File: src/rtl/cpu_ctrl_pkg.sv
// Shared types and constants for the multi-cycle control unit:
// FSM states, instruction classes, opcode values and instruction field offsets.
package cpu_ctrl_pkg;

  typedef enum logic [2:0] {
    ST_FETCH,
    ST_DECODE,
    ST_EXECUTE,
    ST_MEM,
    ST_WRITEBACK,
    ST_HALT
  } state_e;

  typedef enum logic [2:0] {
    CLS_ALU,
    CLS_LOAD,
    CLS_STORE,
    CLS_JMP,
    CLS_BEQ,
    CLS_HALT,
    CLS_NOP,
    CLS_ILLEGAL
  } instr_class_e;

  localparam int OP_LOAD  = 8;
  localparam int OP_STORE = 9;
  localparam int OP_JMP   = 10;
  localparam int OP_BEQ   = 11;
  localparam int OP_HALT  = 12;
  localparam int OP_NOP   = 13;

  // Instruction layout is [opcode|reg1|reg2|adr], MSB first.
  function automatic int adr_lsb();
    return 0;
  endfunction

  function automatic int reg2_lsb(int adr_w);
    return adr_w;
  endfunction

  function automatic int reg1_lsb(int reg_aw, int adr_w);
    return adr_w + reg_aw;
  endfunction

  function automatic int opc_lsb(int reg_aw, int adr_w);
    return adr_w + 2 * reg_aw;
  endfunction

endpackage

File: src/rtl/ctrl_opcode_decoder.sv
// Combinational opcode classifier: everything below OP_LOAD is an ALU op,
// anything not explicitly listed above it is illegal.
module ctrl_opcode_decoder
  import cpu_ctrl_pkg::*;
#(
  parameter int OPC_W = 4
) (
  input  logic [OPC_W-1:0] opcode,
  output instr_class_e     cls
);

  always_comb begin
    cls = CLS_ILLEGAL;
    if (opcode < OPC_W'(OP_LOAD)) begin
      cls = CLS_ALU;
    end else begin
      case (opcode)
        OPC_W'(OP_LOAD):  cls = CLS_LOAD;
        OPC_W'(OP_STORE): cls = CLS_STORE;
        OPC_W'(OP_JMP):   cls = CLS_JMP;
        OPC_W'(OP_BEQ):   cls = CLS_BEQ;
        OPC_W'(OP_HALT):  cls = CLS_HALT;
        OPC_W'(OP_NOP):   cls = CLS_NOP;
        default:          cls = CLS_ILLEGAL;
      endcase
    end
  end

endmodule

File: src/rtl/multicycle_control_unit.sv
// Multi-cycle CPU control unit: fetches into an instruction register and
// sequences FETCH/DECODE/EXECUTE/MEM/WRITEBACK, driving datapath strobes.
module multicycle_control_unit
  import cpu_ctrl_pkg::*;
#(
  parameter int OPC_W  = 4,
  parameter int REG_AW = 2,
  parameter int ADR_W  = 8,
  parameter int CNT_W  = 16
) (
  input  logic                            clk,
  input  logic                            rst,
  input  logic [OPC_W+2*REG_AW+ADR_W-1:0] instr,
  input  logic                            instr_valid,
  output logic                            instr_req,
  input  logic                            zero_flag,
  input  logic                            mem_ready,
  output logic [OPC_W-1:0]                alu_code,
  output logic                            reg_read,
  output logic                            reg_write,
  output logic                            ram_read,
  output logic                            ram_write,
  output logic [REG_AW-1:0]               reg1,
  output logic [REG_AW-1:0]               reg2,
  output logic [ADR_W-1:0]                ram_adr,
  output logic                            pc_inc,
  output logic                            pc_jump,
  output logic                            halted,
  output logic                            illegal,
  output logic [CNT_W-1:0]                retired
);

  localparam int INSTR_W  = OPC_W + 2 * REG_AW + ADR_W;
  localparam int OPC_LSB  = opc_lsb(REG_AW, ADR_W);
  localparam int REG1_LSB = reg1_lsb(REG_AW, ADR_W);
  localparam int REG2_LSB = reg2_lsb(ADR_W);
  localparam int ADR_LSB  = adr_lsb();

  state_e             state, state_next;
  logic [INSTR_W-1:0] ir;
  instr_class_e       cls;
  logic               retire;
  logic               set_illegal;

  ctrl_opcode_decoder #(.OPC_W(OPC_W)) u_decoder (
    .opcode (ir[OPC_LSB +: OPC_W]),
    .cls    (cls)
  );

  always_ff @(posedge clk or posedge rst) begin
    if (rst) begin
      state   <= ST_FETCH;
      ir      <= '0;
      retired <= '0;
      illegal <= 1'b0;
    end else begin
      state <= state_next;
      if (state == ST_FETCH && instr_valid) ir <= instr;
      if (retire) retired <= retired + CNT_W'(1);
      if (set_illegal) illegal <= 1'b1;
    end
  end

  always_comb begin
    state_next  = state;
    instr_req   = 1'b0;
    alu_code    = '0;
    reg_read    = 1'b0;
    reg_write   = 1'b0;
    ram_read    = 1'b0;
    ram_write   = 1'b0;
    reg1        = '0;
    reg2        = '0;
    ram_adr     = '0;
    pc_inc      = 1'b0;
    pc_jump     = 1'b0;
    halted      = 1'b0;
    retire      = 1'b0;
    set_illegal = 1'b0;

    // Reset forces every output low, including the FETCH request.
    if (!rst) begin
      if (state != ST_FETCH) begin
        reg1    = ir[REG1_LSB +: REG_AW];
        reg2    = ir[REG2_LSB +: REG_AW];
        ram_adr = ir[ADR_LSB +: ADR_W];
      end

      case (state)
        ST_FETCH: begin
          instr_req = 1'b1;
          if (instr_valid) state_next = ST_DECODE;
        end
        ST_DECODE: begin
          reg_read   = (cls == CLS_ALU) || (cls == CLS_STORE);
          state_next = ST_EXECUTE;
        end
        ST_EXECUTE: begin
          case (cls)
            CLS_ALU: begin
              alu_code   = ir[OPC_LSB +: OPC_W];
              state_next = ST_WRITEBACK;
            end
            CLS_LOAD, CLS_STORE: state_next = ST_MEM;
            CLS_JMP: begin
              pc_jump    = 1'b1;
              retire     = 1'b1;
              state_next = ST_FETCH;
            end
            CLS_BEQ: begin
              pc_jump    = zero_flag;
              pc_inc     = !zero_flag;
              retire     = 1'b1;
              state_next = ST_FETCH;
            end
            CLS_HALT: begin
              retire     = 1'b1;
              state_next = ST_HALT;
            end
            CLS_NOP: begin
              pc_inc     = 1'b1;
              retire     = 1'b1;
              state_next = ST_FETCH;
            end
            default: begin
              set_illegal = 1'b1;
              pc_inc      = 1'b1;
              retire      = 1'b1;
              state_next  = ST_FETCH;
            end
          endcase
        end
        ST_MEM: begin
          ram_read  = (cls == CLS_LOAD);
          ram_write = (cls != CLS_LOAD);
          if (mem_ready) begin
            if (cls == CLS_LOAD) begin
              state_next = ST_WRITEBACK;
            end else begin
              pc_inc     = 1'b1;
              retire     = 1'b1;
              state_next = ST_FETCH;
            end
          end
        end
        ST_WRITEBACK: begin
          reg_write  = 1'b1;
          pc_inc     = 1'b1;
          retire     = 1'b1;
          state_next = ST_FETCH;
        end
        ST_HALT: halted = 1'b1;
        default: state_next = ST_FETCH;
      endcase
    end
  end

endmodule

File: config.mk
export PLATFORM = sky130hd
export DESIGN_NAME = multicycle_control_unit
export DESIGN_NICKNAME = d
export VERILOG_FILES = /design/src/rtl/cpu_ctrl_pkg.sv /design/src/rtl/ctrl_opcode_decoder.sv /design/src/rtl/multicycle_control_unit.sv
export SDC_FILE = /design/constraint.sdc
export NUM_CORES = 1
export LEC_CHECK = 0
export ABC_AREA = 1
export CAP_MARGIN = 30
export CORE_ASPECT_RATIO = 0.75
export CORE_MARGIN = 5
export CORE_UTILIZATION = 48
export DETAILED_ROUTE_END_ITERATION = 8
export MAX_ROUTING_LAYER = met4
export PLACE_DENSITY = 0.85
export SLEW_MARGIN = 15
export SYNTH_ARGS = -nofsm -noshare
export SYNTH_HDL_FRONTEND = slang
export SYNTH_SLANG_ARGS = --single-unit
File: constraint.sdc
create_clock -name clk -period 1.6 [get_ports clk]
set_input_delay 0.32 -clock clk [delete_from_list [all_inputs] [get_ports clk]]
set_output_delay 0.32 -clock clk [all_outputs]
set_load 0.01 [all_outputs]
* Word level (Yosys, flattened, before mapping) *
Cells that the tools add are included.

word-level totals
  flip-flop bits (word level) = 36
  input port bits = 21
  output and inout bits = 41
  word-level logic and storage cells = 81

operators by class
  add/sub/neg operators = 1
  order comparisons = 1
  eq/ne operators = 20
  mux-type cells = 42
  bitwise logic cells = 2
  reduce and logical (&&, ||, !) cells = 11

operator list
  operator                                                                 number
  4-bit == test, second input constant                                     6
  1-bit 2-to-1 mux                                                         22
  3-bit case mux with 6 select lines                                       1
  16-bit by 1-bit adder with 16-bit output, second input constant          1
  8-bit 2-to-1 mux                                                         2
  3-bit == test, second input constant                                     5
  3-bit case mux with 5 select lines                                       1
  3-bit by 2-bit == test with 1-bit output, second input constant          4
  3-bit 2-to-1 mux                                                         4
  4-bit 2-to-1 mux                                                         3
  3-bit case mux with 3 select lines                                       1
  2-bit 2-to-1 mux                                                         4
  7-bit OR reduction                                                       1
  3-bit by 1-bit == test with 1-bit output, second input constant          2
  3-bit logical NOT                                                        2
  1-bit case mux with 3 select lines                                       2
  5-bit OR reduction                                                       1
  4-bit less-than comparator, second input constant                        1
  2-bit inequality test, second input constant                             2
  1-bit case mux with 2 select lines                                       2
  4-bit AND reduction                                                      1
  3-bit by 1-bit inequality test with 1-bit output, second input constant  1
  3-bit nonzero test                                                       1
  3-bit OR reduction                                                       1
  5 further kinds                                                          6

* Logic depth before layout (Yosys ltp) *
Gate-level depths: netlist of the first run.

  depth after elaboration = 8
  gate-level depth with buffers = 9
  mapped depth without buffers = 9

* Hierarchy *
A second synthesis of the first run with hierarchy kept.

second synthesis, totals
  cell total of the unflattened synthesis = 298
  area total of the unflattened synthesis = 2072.0 µm²

modules (own cells, without submodules)
  module                   times used  cells each  area each (µm²)  sequential area each (µm²)
  multicycle_control_unit  1           289         2034.5           900.9
  ctrl_opcode_decoder      1           9           37.5             0.0

* Worst setup path before layout of the first run *
OpenSTA, ideal clock, no wires.

  kind = input to register
  from = in rst
  to = reg retired[0]
  setup time = 0.068 ns
  data arrival time = 1.571 ns
  required time = 1.532 ns
  slack = -0.039 ns
  stages = 5
  buffers on the path = 2
  cells stage by stage = inv_1 buf_1 buf_2 nand3_1 nand2_1

on the way
  word-level cells in the longest chain between the ends = 1

RTL lines
  item                  line                           source
  from (decl)           multicycle_control_unit.sv:12  input logic rst,
  1-bit 2-to-1 mux      multicycle_control_unit.sv:82  if (!rst) begin
  to (signal assigned)  multicycle_control_unit.sv:59  if (retire) retired <= retired + CNT_W'(1);
  to (decl)             multicycle_control_unit.sv:30  output logic [CNT_W-1:0] retired

Every way passes these cells.
A chain may end at the register's enable or synchronous reset.

* Worst setup path in the final report of the first run *
  from = reg state[0]
  to = out pc_inc

on the way
  word-level cells in the longest chain between the ends = 3
  elaborated cells on any way between the ends = 5
  classes of those cells = eq/ne: 3; mux: 2

RTL lines
  item                                                                       line                           source
  from (decl)                                                                multicycle_control_unit.sv:39  state_e state, state_next;
  from (signal assigned)                                                     multicycle_control_unit.sv:57  state <= state_next;
  3-bit == test or 3-bit by 2-bit == test with 1-bit output (tied branches)  multicycle_control_unit.sv:89  case (state)
  1-bit case mux with 3 select lines *                                       multicycle_control_unit.sv:89
  1-bit 2-to-1 mux *                                                         multicycle_control_unit.sv:82
  to (decl)                                                                  multicycle_control_unit.sv:26  output logic pc_inc,

Mark *: on every way between the ends. The rest lies on a longest branch, timed or not.

==> results.rst, run 1 <==
.. list-table::
   :header-rows: 1

   * - Metric
     - Value
   * - Slowest Stage Delay on Critical Path
     - 0.43 ns
   * - Final-report max-slew violation count
     - 0
   * - Setup Crit Path Kind
     - register to output port
   * - TritonCTS buffer count
     - 5
   * - Clock latency reported for the late side of the worst-skew pair
     - 0.30 ns
   * - Standby leakage power
     - 1.77 nW
   * - Violated checks
     - negative setup slack
   * - Fraction of final layout cells sized beyond drive strength 1
     - 35.9%
   * - # Max-Cap Violations
     - 0
   * - Startpoint type of the worst setup path
     - register
   * - Cell chosen for the clock root
     - sky130_fd_sc_hd__clkbuf_8
   * - Final #Nets
     - 436
   * - Total standard cell area after synthesis
     - 2140 sq um
   * - Height of the die
     - 67.8 um
   * - Max Fclk
     - 539 MHz
   * - Worst path cell trace
     - buf_6, buf_6, nor2_4, nand3_2, a21oi_2, buf_2
   * - Vias in the first global route
     - 2,485
   * - Signal arrival time at the worst endpoint
     - 1.54 ns
   * - Total number of vias
     - 2,761
   * - Worst-path fanout max
     - 4
   * - Total placed instance area
     - 3040 sq um
   * - Sink Count
     - 36
   * - Iteration-0 DRC Markers
     - 394
   * - Net count of the mapped netlist
     - 320
   * - Number of cells in the design after placement
     - 440
   * - Detailed-route wire length per cell
     - 18.3 um
   * - Total Die Area
     - 5900 sq um
   * - H-tree depth reported by CTS
     - 2
   * - Vias per std cell
     - 5.85
   * - Post-DP HPWL
     - 4.53 mm
   * - Mux contribution to synthesized area
     - 0%
   * - Final RePlAce weighted congestion
     - 0.864
   * - Final setup violation count
     - 57
   * - Crit end category
     - output port
   * - Router iterations before antenna repair
     - 5
   * - Antenna violations before repair
     - 0
   * - Final hold violation count
     - 0
   * - Clock buffer depth
     - 2
   * - Initial standard-cell utilization of the core
     - 48.7%
   * - Slowest library cell on the worst path
     - sky130_fd_sc_hd__dfrtp_1
   * - Number of DRC violations after detailed routing
     - 0
   * - Post-route clock period utilization
     - 116%
   * - Sequential fraction of the synthesis area
     - 42.2%
   * - Flip-flop and latch count after synthesis
     - 36
   * - Total of hold buffers inserted after clock tree synthesis
     - 0
   * - Post-synthesis share of cell area spent on and, or, nand and nor gates
     - 37.2%
   * - Ratio of total power to cell area
     - 1510 nW/um^2
   * - Number of buffers added on ports
     - 60
   * - Area Overhead vs Synth
     - 61.5%
   * - Post-synth cell types
     - 28
   * - Family of cells with the greatest summed delay on the critical path
     - flip-flops
   * - Antenna diodes
     - 0
   * - All-Layer GR Usage
     - 25.8%
   * - Placeable core area
     - 4390 sq um
   * - Global-route wire length before repair
     - 11.5 mm
   * - Synthesized area per cell
     - 7.17 sq um
   * - Worst EP required
     - 1.28 ns
   * - I/O pin total
     - 62
   * - Hold Path Class
     - input port to asynchronous set/reset pin
   * - Xor-xnor portion of the synthesized cell area
     - 2.87%
   * - Fin Clk Skew
     - 0.0104 ns
   * - Fin area
     - 3450 sq um
   * - Adder-cell share of the synthesized area
     - 0.585%
   * - Maximum number of pins on one net before global-route repair
     - 37
   * - Gate Count Post-Synth
     - 298
   * - Largest family of logic cells by synthesized area
     - simple AND/OR/NAND/NOR gates
   * - Min cycle time layout
     - 1.86 ns
   * - Final setup slack of the worst path
     - -0.257 ns
   * - Number of buffer and inverter stages on the critical path
     - 3
   * - Residual antenna-violating net count after detailed routing
     - 0
   * - Worst slack at placement
     - -0.550 ns
   * - TritonCTS clock tree
     - yes
   * - Setup repair after global routing missed its margin
     - yes
   * - Final Instance Count excl. Fillers
     - 472
   * - Area fraction in compound gates after synthesis
     - 7.90%
   * - VDD IR max
     - 1.05 mV
   * - Worst reg-to-reg setup slack
     - -0.21 ns
   * - Critical path's most frequent cell
     - sky130_fd_sc_hd__buf_6
   * - Count of standard-cell rows
     - 21
   * - Clock transition at the registers of the reported paths
     - 0.08 ns
   * - Chip width
     - 87.0 um
   * - Routed wire length
     - 8.63 mm
   * - Outcome
     - finished, violations left
   * - Yosys warning total
     - 0
   * - GRT Residual Overflow
     - 0
flip-flops by register name, indices dropped and copies added, names as in the netlist:
| name | cells |
|---|---|
| ir | 16 |
| retired | 16 |
| state | 3 |
| illegal | 1 |
metrics by stage:
| stage | setup TNS [ns] | hold WS (ns) | utilization, % | total power [W] |
|---|---|---|---|---|
| floorplan | 0 | 0.479 | - | 0.00256 |
| global placement | -15.64 | 0.472 | 69.2 | 0.00368 |
| detailed placement | -16.91 | 0.457 | 69.2 | 0.00377 |
| CTS | -2.10 | 0.267 | 74.7 | 0.00484 |
| global route | -11.08 | 0.288 | 78.7 | 0.00550 |
| finish | -6.50 | 0.274 | 78.7 | 0.00522 |
placed cells by master (no fill, tap or decap), types with 2 or more instances in the layout:
| master | instances |
|---|---|
| sky130_fd_sc_hd__nand3_1 | 23 |
| sky130_fd_sc_hd__nand2_2 | 11 |
| sky130_fd_sc_hd__dlygate4sd2_1 | 5 |
| sky130_fd_sc_hd__nand3_4 | 2 |
| sky130_fd_sc_hd__nand2_4 | 4 |
| sky130_fd_sc_hd__xnor2_1 | 3 |
| sky130_fd_sc_hd__o21ai_1 | 2 |
| sky130_fd_sc_hd__nor2_1 | 38 |
| sky130_fd_sc_hd__nand3_2 | 5 |
| sky130_fd_sc_hd__buf_6 | 10 |
| sky130_fd_sc_hd__nand2_1 | 62 |
| sky130_fd_sc_hd__nand4_1 | 7 |
| sky130_fd_sc_hd__nor2_4 | 2 |
| sky130_fd_sc_hd__nor3_1 | 8 |
| sky130_fd_sc_hd__nor2_2 | 4 |
| sky130_fd_sc_hd__clkbuf_8 | 5 |
| sky130_fd_sc_hd__buf_12 | 3 |
| sky130_fd_sc_hd__buf_4 | 47 |
| sky130_fd_sc_hd__dlymetal6s2s_1 | 4 |
| sky130_fd_sc_hd__inv_2 | 6 |
| sky130_fd_sc_hd__inv_1 | 25 |
| sky130_fd_sc_hd__dfrtp_2 | 7 |
| sky130_fd_sc_hd__a21oi_1 | 20 |
| sky130_fd_sc_hd__clkdlybuf4s50_1 | 28 |
| sky130_fd_sc_hd__xor2_1 | 4 |
| sky130_fd_sc_hd__nor3_2 | 10 |
| sky130_fd_sc_hd__o21ai_0 | 4 |
| sky130_fd_sc_hd__dfrtp_1 | 29 |
| sky130_fd_sc_hd__buf_2 | 23 |
worst reg2reg max path: cells and delay by family (launching register included):
family        cells  cell delay, ns
buf+inv           5            0.59
flops             1            0.43
simple gates      6            0.69
cells by family (layout without fill, tap and decap cells):
kind of cell / Yosys count / count (layout)
and+or+nand+nor: 177 / 178
AOI/OAI and AO/OA: 32 / 32
adders and majority gates: 1 / 1
other: 1 / 1
xor gates and xnor gates: 7 / 7
buffers and inverters: 44 / 160
DFF: 36 / 36
per-layer routing:
layer,share of wire (%),vias up,track usage (%),wire (um)
li1,-,1191,-,-
met1,37,1282,30.1,3160
met2,50,230,45.3,4330
met3,8.3,58,4.51,720
met4,4.8,0,8.37,410
met5,0,-,-,0
worst paths after layout:
path,from,end,depth (start not counted)
worst max-delay path,state[0]$_DFFE_PP0P_,pc_inc,6
worst min-delay path,rst,ir[12]$_DFFE_PP0P_,3
worst max register to register,state[0]$_DFFE_PP0P_,retired[13]$_DFFE_PP0P_,11
worst min register to register,illegal$_DFFE_PP0P_,illegal$_DFFE_PP0P_,1
max in group asynchronous,rst,state[1]$_DFFE_PP0P_,4
min in group clk,illegal$_DFFE_PP0P_,illegal$_DFFE_PP0P_,1
cell type report:
class	count	area [sq um]
multi-input combinational	219	1220
timing repair buffer	120	1010
fill	246	936
sequential	36	910
inverter	32	123
tap	57	71.3
clock buffer	5	68.8
clock inverter	3	42.5
report_power, final:
group | switching, W | leakage (nW) | internal, W | total (W)
registers | 0.000185 | 0.434 | 0.00119 | 0.00137
logic | 0.00166 | 1.29 | 0.00136 | 0.00302
clock network | 0.000364 | 0.0541 | 0.000461 | 0.000825
cells in the mapped netlist:
master / instances / area [sq um]
sky130_fd_sc_hd__nand3_1: 28 / 140
sky130_fd_sc_hd__xor2_1: 4 / 35.0
sky130_fd_sc_hd__a31oi_1: 2 / 12.5
sky130_fd_sc_hd__nand2_1: 74 / 278
sky130_fd_sc_hd__a31o_2: 1 / 8.76
sky130_fd_sc_hd__nand2_2: 1 / 6.26
sky130_fd_sc_hd__a211oi_1: 1 / 7.51
sky130_fd_sc_hd__nor4_1: 1 / 6.26
sky130_fd_sc_hd__nand3_4: 1 / 17.5
sky130_fd_sc_hd__nor3_1: 18 / 90.1
sky130_fd_sc_hd__clkbuf_1: 2 / 7.51
sky130_fd_sc_hd__conb_1: 1 / 3.75
sky130_fd_sc_hd__a21oi_1: 21 / 105
sky130_fd_sc_hd__buf_2: 3 / 15.0
sky130_fd_sc_hd__buf_1: 2 / 7.51
sky130_fd_sc_hd__xnor2_1: 3 / 26.3
sky130_fd_sc_hd__inv_1: 29 / 109
sky130_fd_sc_hd__ha_1: 1 / 12.5
sky130_fd_sc_hd__nor2_1: 42 / 158
sky130_fd_sc_hd__nand4_1: 7 / 43.8
sky130_fd_sc_hd__buf_4: 4 / 30.0
sky130_fd_sc_hd__buf_8: 1 / 15.0
sky130_fd_sc_hd__o21ai_0: 7 / 35.0
sky130_fd_sc_hd__nand3_2: 1 / 10.0
sky130_fd_sc_hd__nand2_4: 2 / 22.5
sky130_fd_sc_hd__inv_2: 3 / 11.3
sky130_fd_sc_hd__nor2_4: 2 / 22.5
sky130_fd_sc_hd__dfrtp_1: 36 / 901
timing repair:
action                                  in CTS  in global routing
endpoints found under the setup margin      58                 63
gates resized for setup                    139                 32
cloned                                       1                  1
setup buffers                               14                  9
pin swaps                                    8                 15
Power figures use the tool's default switching activity.
==> run 2: changes to the inputs <==
--- a/config.mk
+++ b/config.mk
@@ -9,11 +9,12 @@
 export CAP_MARGIN = 30
 export CORE_ASPECT_RATIO = 0.75
 export CORE_MARGIN = 5
-export CORE_UTILIZATION = 48
+export CORE_UTILIZATION = 47
 export DETAILED_ROUTE_END_ITERATION = 8
 export MAX_ROUTING_LAYER = met4
-export PLACE_DENSITY = 0.85
+export PLACE_DENSITY = 0.84
 export SLEW_MARGIN = 15
 export SYNTH_ARGS = -nofsm -noshare
 export SYNTH_HDL_FRONTEND = slang
+export SYNTH_HIERARCHICAL = 1
 export SYNTH_SLANG_ARGS = --single-unit
==> run 2 against run 1 <==
Compared with the run above: synthesized cell count stayed put; the flow now stops in global routing (5_1_grt); synthesized area shrank 3.0%.
==> results.rst, run 2 <==
.. list-table::
   :header-rows: 1

   * - Metric
     - Value
   * - TritonCTS buffer count
     - 5 (unchanged)
   * - Worst setup endpoint after the global-route repair_timing
     - alu_code[1]
   * - H-tree depth reported by CTS
     - 2 (unchanged)
   * - Gate Count Post-Synth
     - 298 (unchanged)
   * - Final RePlAce weighted congestion
     - 0.961 (+11%)
   * - Antenna violations before repair
     - 2
   * - Sink Count
     - 36 (unchanged)
   * - Height of the die
     - 67.5 um (-0.42%)
   * - Error message
     - [ERROR GRT-0232] Routing congestion too high. Check the congestion heatmap in the GUI.
   * - All-Layer GR Usage
     - 72.8%
   * - Net count of the mapped netlist
     - 320 (unchanged)
   * - Initial standard-cell utilization of the core
     - 49.9% (+1.2 points)
   * - Flip-flop and latch count after synthesis
     - 36 (unchanged)
   * - Fail Step
     - global routing (5_1_grt)
   * - Chip width
     - 86.7 um (-0.44%)
   * - Count of standard-cell rows
     - 20 (-4.8%)
   * - Fraction of synthesis flops using an asynchronous set or reset pin
     - 100% (unchanged)
   * - Sequential fraction of the synthesis area
     - 43.5% (+1.3 points)
   * - Total placed instance area
     - 2950 sq um (-2.8%)
   * - Worst_ep kind
     - primary output
   * - Yosys warning total
     - 6 (+6)
   * - Worst slack at placement
     - -0.626 ns (-0.0766 ns)
   * - Area share of the largest cell type after synthesis
     - 43.5% (+1.3 points)
   * - Cell type with the largest total area after synthesis
     - sky130_fd_sc_hd__dfrtp_1
   * - Synthesized area per cell
     - 6.95 sq um (-3.0%)
   * - Post-DP HPWL
     - 4.53 mm (-0.12%)
   * - Total standard cell area after synthesis
     - 2070 sq um (-3.0%)
   * - Maximum number of pins on one net before global-route repair
     - 26
   * - I/O pin total
     - 62 (unchanged)
   * - Post-synth cell types
     - 25 (-11%)
   * - Count of flip-flops with a built-in enable after synthesis
     - 0 (unchanged)
   * - Clock buffer depth
     - 2 (unchanged)
   * - Number of buffers added on ports
     - 61 (+1.7%)
   * - Most frequent cell after synthesis
     - sky130_fd_sc_hd__nand2_1
   * - Most instantiated cells after synthesis
     - sky130_fd_sc_hd__nand2_1, sky130_fd_sc_hd__nor2_1, sky130_fd_sc_hd__dfrtp_1
   * - Most frequently used flop master after synthesis
     - sky130_fd_sc_hd__dfrtp_1
   * - Outcome
     - aborted with a tool error
   * - GRT Residual Overflow
     - 108
   * - Cell chosen for the clock root
     - sky130_fd_sc_hd__clkbuf_8
   * - Leading post-synthesis cells by cell area
     - sky130_fd_sc_hd__dfrtp_1, sky130_fd_sc_hd__nand2_1, sky130_fd_sc_hd__nor2_1
-- run 2: what timing repair did --
item / CTS
pin swaps: 22
endpoints found under the setup margin: 54
setup buffers: 36
gates cloned: 3
resized for setup: 172
endpoints found under the hold margin: 0
hold buffers: 0
-- run 2: kinds of logic after synthesis --
family	after synthesis	share of synthesized area, %
compound gates	34	8.58
xor+xnor	7	2.96
fa+ha+maj	1	0.604
buf+inv	43	8.88
flops	36	43.5
mux	3	1.63
simple gates	174	33.9
-- run 2: per-stage QoR --
stage / instances / setup TNS (ns)
3_5_place_dp: 434 / -17.92
2_1_floorplan: 298 / -3.08
4_1_cts: 481 / -9.02
3_3_place_gp: 434 / -15.94
-- run 2: routing by layer --
metal	track usage, %	overflow
met3	45.2	0
met2	93.2	71
met5	-	-
met4	80.9	37
met1	70.6	0
==> run 3: changes to the inputs <==
--- a/config.mk
+++ b/config.mk
@@ -7,12 +7,10 @@
 export LEC_CHECK = 0
 export ABC_AREA = 1
 export CAP_MARGIN = 30
-export CORE_ASPECT_RATIO = 0.75
 export CORE_MARGIN = 5
-export CORE_UTILIZATION = 47
+export CORE_UTILIZATION = 40
 export DETAILED_ROUTE_END_ITERATION = 8
-export MAX_ROUTING_LAYER = met4
-export PLACE_DENSITY = 0.84
+export PLACE_DENSITY_LB_ADDON = 0.15
 export SLEW_MARGIN = 15
 export SYNTH_ARGS = -nofsm -noshare
 export SYNTH_HDL_FRONTEND = slang
==> run 3 against run 2 <==
Compared with the run above: synthesized cell count is the same; synthesized area is the same; the flow now finishes, with violations (negative setup slack).
==> results.rst, run 3 <==
.. list-table::
   :header-rows: 1

   * - Metric
     - Value
   * - I/O pin total
     - 62 (unchanged)
   * - Hold Path Class
     - input port to asynchronous set/reset pin
   * - Violated checks
     - negative setup slack
   * - Standby leakage power
     - 1.77 nW
   * - H-tree depth reported by CTS
     - 2 (unchanged)
   * - Max Fclk
     - 471 MHz
   * - Final RePlAce weighted congestion
     - 0.856 (-11%)
   * - Final hold violation count
     - 0
   * - Post-route clock period utilization
     - 133%
   * - Destination of the worst register-to-register timing path
     - retired[13]$_DFFE_PP0P_
   * - Setup Crit Path Kind
     - register to output port
   * - Total number of vias
     - 2,399
   * - Sink Count
     - 36 (unchanged)
   * - Clock buffer depth
     - 2 (unchanged)
   * - Worst reg2reg path startpoint
     - ir[12]$_DFFE_PP0P_
   * - Ratio of total power to cell area
     - 1710 nW/um^2
   * - Sequential fraction of the synthesis area
     - 43.5% (unchanged)
   * - # Max-Cap Violations
     - 0
   * - Post-DP HPWL
     - 3.96 mm (-13%)
   * - First element of the critical path
     - ir[13]$_DFFE_PP0P_
   * - Detailed-route wire length per cell
     - 13.1 um
   * - Residual antenna-violating net count after detailed routing
     - 0
   * - Min cycle time layout
     - 2.12 ns
   * - Router iterations before antenna repair
     - 4
   * - Fraction of power consumed by the clock network
     - 12.8%
   * - Most frequent cell after synthesis
     - sky130_fd_sc_hd__nand2_1
   * - Net count of the mapped netlist
     - 320 (unchanged)
   * - Cell type with the largest total area after synthesis
     - sky130_fd_sc_hd__dfrtp_1
   * - Maximum number of pins on one net before global-route repair
     - 41
   * - Cell chosen for the clock root
     - sky130_fd_sc_hd__clkbuf_8
   * - Cell count of the worst reg-to-reg path
     - 11
   * - Antenna violations before repair
     - 0
   * - Internal power summed over all cells
     - 0.00369 W
   * - Net switching component of the power
     - 0.00258 W
   * - Fraction of power consumed by combinational cells
     - 64.6%
   * - Fin Clk Skew
     - 0.00438 ns
   * - Setup repair after global routing missed its margin
     - yes
   * - Number of cells in the design after placement
     - 449 (+3.5%)
   * - Most used cells in the layout excluding fill and tap cells
     - sky130_fd_sc_hd__nand2_1, sky130_fd_sc_hd__nor2_1, sky130_fd_sc_hd__buf_4
   * - Area share of the largest cell type after synthesis
     - 43.5% (unchanged)
   * - Most frequently used flop master after synthesis
     - sky130_fd_sc_hd__dfrtp_1
   * - Area Overhead vs Synth
     - 76.9%
   * - TritonCTS buffer count
     - 5 (unchanged)
   * - GRT Residual Overflow
     - 0
   * - Post-synth cell types
     - 25 (unchanged)
   * - Total standard cell area after synthesis
     - 2070 sq um (unchanged)
   * - Total of hold buffers inserted after clock tree synthesis
     - 0 (unchanged)
   * - Fraction of power spent switching nets
     - 41.1%
   * - End point of the critical path
     - pc_inc
   * - Final-report max-slew violation count
     - 0
   * - Vias in the first global route
     - 2,258
   * - Chip width
     - 82.0 um (-5.4%)
   * - Most common cell after layout, fill and taps aside
     - sky130_fd_sc_hd__nand2_1
   * - Initial standard-cell utilization of the core
     - 40.8% (-9.1 points)
   * - Final setup slack of the worst path
     - -0.523 ns
   * - Antenna diodes
     - 0
   * - Largest registers
     - ir: 16 flops, retired: 16 flops, state: 3 flops
   * - Final Instance Count excl. Fillers
     - 490
   * - VDD IR max
     - 0.994 mV
   * - Outcome
     - finished, violations left
   * - Final setup violation count
     - 40
   * - Number of buffers added on ports
     - 61 (unchanged)
   * - Count of flip-flops with a built-in enable after synthesis
     - 0 (unchanged)
   * - Routed wire length
     - 6.41 mm
   * - Iteration-0 DRC Markers
     - 100
   * - Worst rel slew slack
     - 79.2%
   * - Worst EP required
     - 1.28 ns
   * - Worst reg-to-reg setup slack
     - -0.32 ns
   * - Worst slack at placement
     - -0.622 ns (+0.00401 ns)
   * - Gate Count Post-Synth
     - 298 (unchanged)
   * - Leading post-synthesis cells by cell area
     - sky130_fd_sc_hd__dfrtp_1, sky130_fd_sc_hd__nand2_1, sky130_fd_sc_hd__nor2_1
   * - Crit end category
     - output port
   * - Number of DRC violations after detailed routing
     - 0
   * - Hold Worst Slack
     - 0.440 ns
   * - Fraction of synthesis flops using an asynchronous set or reset pin
     - 100% (unchanged)
   * - Vias per std cell
     - 4.90
   * - Transition time at the pin with the least slew margin
     - 0.308 ns
   * - End-of-flow core utilization
     - 72.2%
   * - Synthesized area per cell
     - 6.95 sq um (unchanged)
   * - Global-route wire length before repair
     - 9.99 mm
   * - Total Die Area
     - 6720 sq um
   * - Yosys warning total
     - 6 (unchanged)
   * - All-Layer GR Usage
     - 19.2%
   * - Most instantiated cells after synthesis
     - sky130_fd_sc_hd__nand2_1, sky130_fd_sc_hd__nor2_1, sky130_fd_sc_hd__dfrtp_1
   * - TritonCTS clock tree
     - yes
   * - Final #Nets
     - 441
   * - Clock latency reported for the late side of the worst-skew pair
     - 0.29 ns
   * - Height of the die
     - 82.0 um (+21%)
   * - Placeable core area
     - 5070 sq um
   * - Register share of total power
     - 22.6%
   * - Signal arrival time at the worst endpoint
     - 1.80 ns
   * - Startpoint type of the worst setup path
     - register
   * - Fraction of final layout cells sized beyond drive strength 1
     - 34.8%
   * - Clock transition at the registers of the reported paths
     - 0.08 ns
   * - Worst-path fanout max
     - 4
   * - Flip-flop and latch count after synthesis
     - 36 (unchanged)
   * - Count of standard-cell rows
     - 26 (+30%)
[run 3: cell counts after synthesis]
Identical to the previous run, type by type.
[run 3: area by class of cell]
type	instances	area (sq um)
Fill cell	413	1410
Multi-Input combinational cell	220	1240
Timing Repair Buffer	120	1170
Sequential cell	36	905
Inverter	35	144
Tap cell	70	87.6
Clock buffer	5	68.8
Clock inverter	3	42.5
Timing Repair inverter	1	7.51
[run 3: per-layer routing]
layer,vias up,wire [um],track usage [%]
li1,1183,-,-
met3,8,281,3.73
met1,1144,2690,23.0
met4,0,72,5.98
met2,64,3380,34.2
met5,-,0,0
[run 3: what timing repair did]
| item | in CTS | in global routing |
|---|---|---|
| buffers inserted | 21 | 11 |
| hold endpoints to repair | 0 | 0 |
| endpoints found under the setup margin | 56 | 46 |
| gates cloned | 3 | 2 |
| resized for setup | 128 | 66 |
| pin swaps | 7 | 17 |
[run 3: power by group through the flow]
stage	Combinational, W	Sequential (W)	Clock, W
finish	0.00405	0.00142	0.000802
CTS	0.00326	0.00140	0.000813
global placement	0.00266	0.00142	0
global route	0.00438	0.00145	0.000855
floorplan	0.00140	0.00144	0
detailed placement	0.00270	0.00142	0
[run 3: logic make-up (layout without fill, tap and decap cells)]
family | after synthesis | in the layout | share of synthesized area, %
AND/OR/NAND/NOR | 174 | 175 | 33.9
multiplexers | 3 | 3 | 1.63
XOR/XNOR | 7 | 7 | 2.96
AO/OA/AOI/OAI | 34 | 34 | 8.58
buffers and inverters | 43 | 164 | 8.88
adder cells (fa/ha/maj) | 1 | 1 | 0.604
flip-flops | 36 | 36 | 43.5
[run 3: worst min-delay path by stage]
stage / from / to / slack (ns) / cells after the start
final: rst / ir[10]$_DFFE_PP0P_ / 0.44 / 3
after global routing: rst / retired[1]$_DFFE_PP0P_ / 0.45 / 3
after CTS: rst / retired[7]$_DFFE_PP0P_ / 0.45 / 3
after detailed placement: illegal$_DFFE_PP0P_ / illegal$_DFFE_PP0P_ / 0.49 / 1
after global placement: ir[5]$_DFFE_PP0P_ / ir[5]$_DFFE_PP0P_ / 0.50 / 2
after floorplan: rst / illegal$_DFFE_PP0P_ / 0.43 / 2
[run 3: critical path, cell delays in order, from the launching register on]
cell,delay [ns]
sky130_fd_sc_hd__dfrtp_1,0.42
sky130_fd_sc_hd__nand2_2,0.09
sky130_fd_sc_hd__nor2_1,0.04
sky130_fd_sc_hd__nor2_1,0.15
sky130_fd_sc_hd__buf_4,0.15
sky130_fd_sc_hd__nor2_4,0.03
sky130_fd_sc_hd__inv_2,0.06
sky130_fd_sc_hd__nor2_2,0.04
sky130_fd_sc_hd__nor2_1,0.11
sky130_fd_sc_hd__nand2_1,0.07
sky130_fd_sc_hd__a31oi_1,0.19
sky130_fd_sc_hd__buf_2,0.16
[run 3: metrics by stage]
step           power, W  setup TNS (ns)  area [sq um]
6_report        0.00627          -11.27          3660
5_1_grt         0.00668          -15.16          3660
4_1_cts         0.00548          -10.87          3320
3_5_place_dp    0.00413          -22.36          2970
3_3_place_gp    0.00408          -22.19          2970
2_1_floorplan   0.00285           -3.08          2120
==> run 4: changes to the inputs <==
--- a/config.mk
+++ b/config.mk
@@ -9,6 +9,7 @@
 export CAP_MARGIN = 30
 export CORE_MARGIN = 5
 export CORE_UTILIZATION = 40
+export CTS_CLUSTER_DIAMETER = 30
 export DETAILED_ROUTE_END_ITERATION = 8
 export PLACE_DENSITY_LB_ADDON = 0.15
 export SLEW_MARGIN = 15
==> results of run 4 <==
The final DEF is identical to that of run 3; final timing and power are the same.
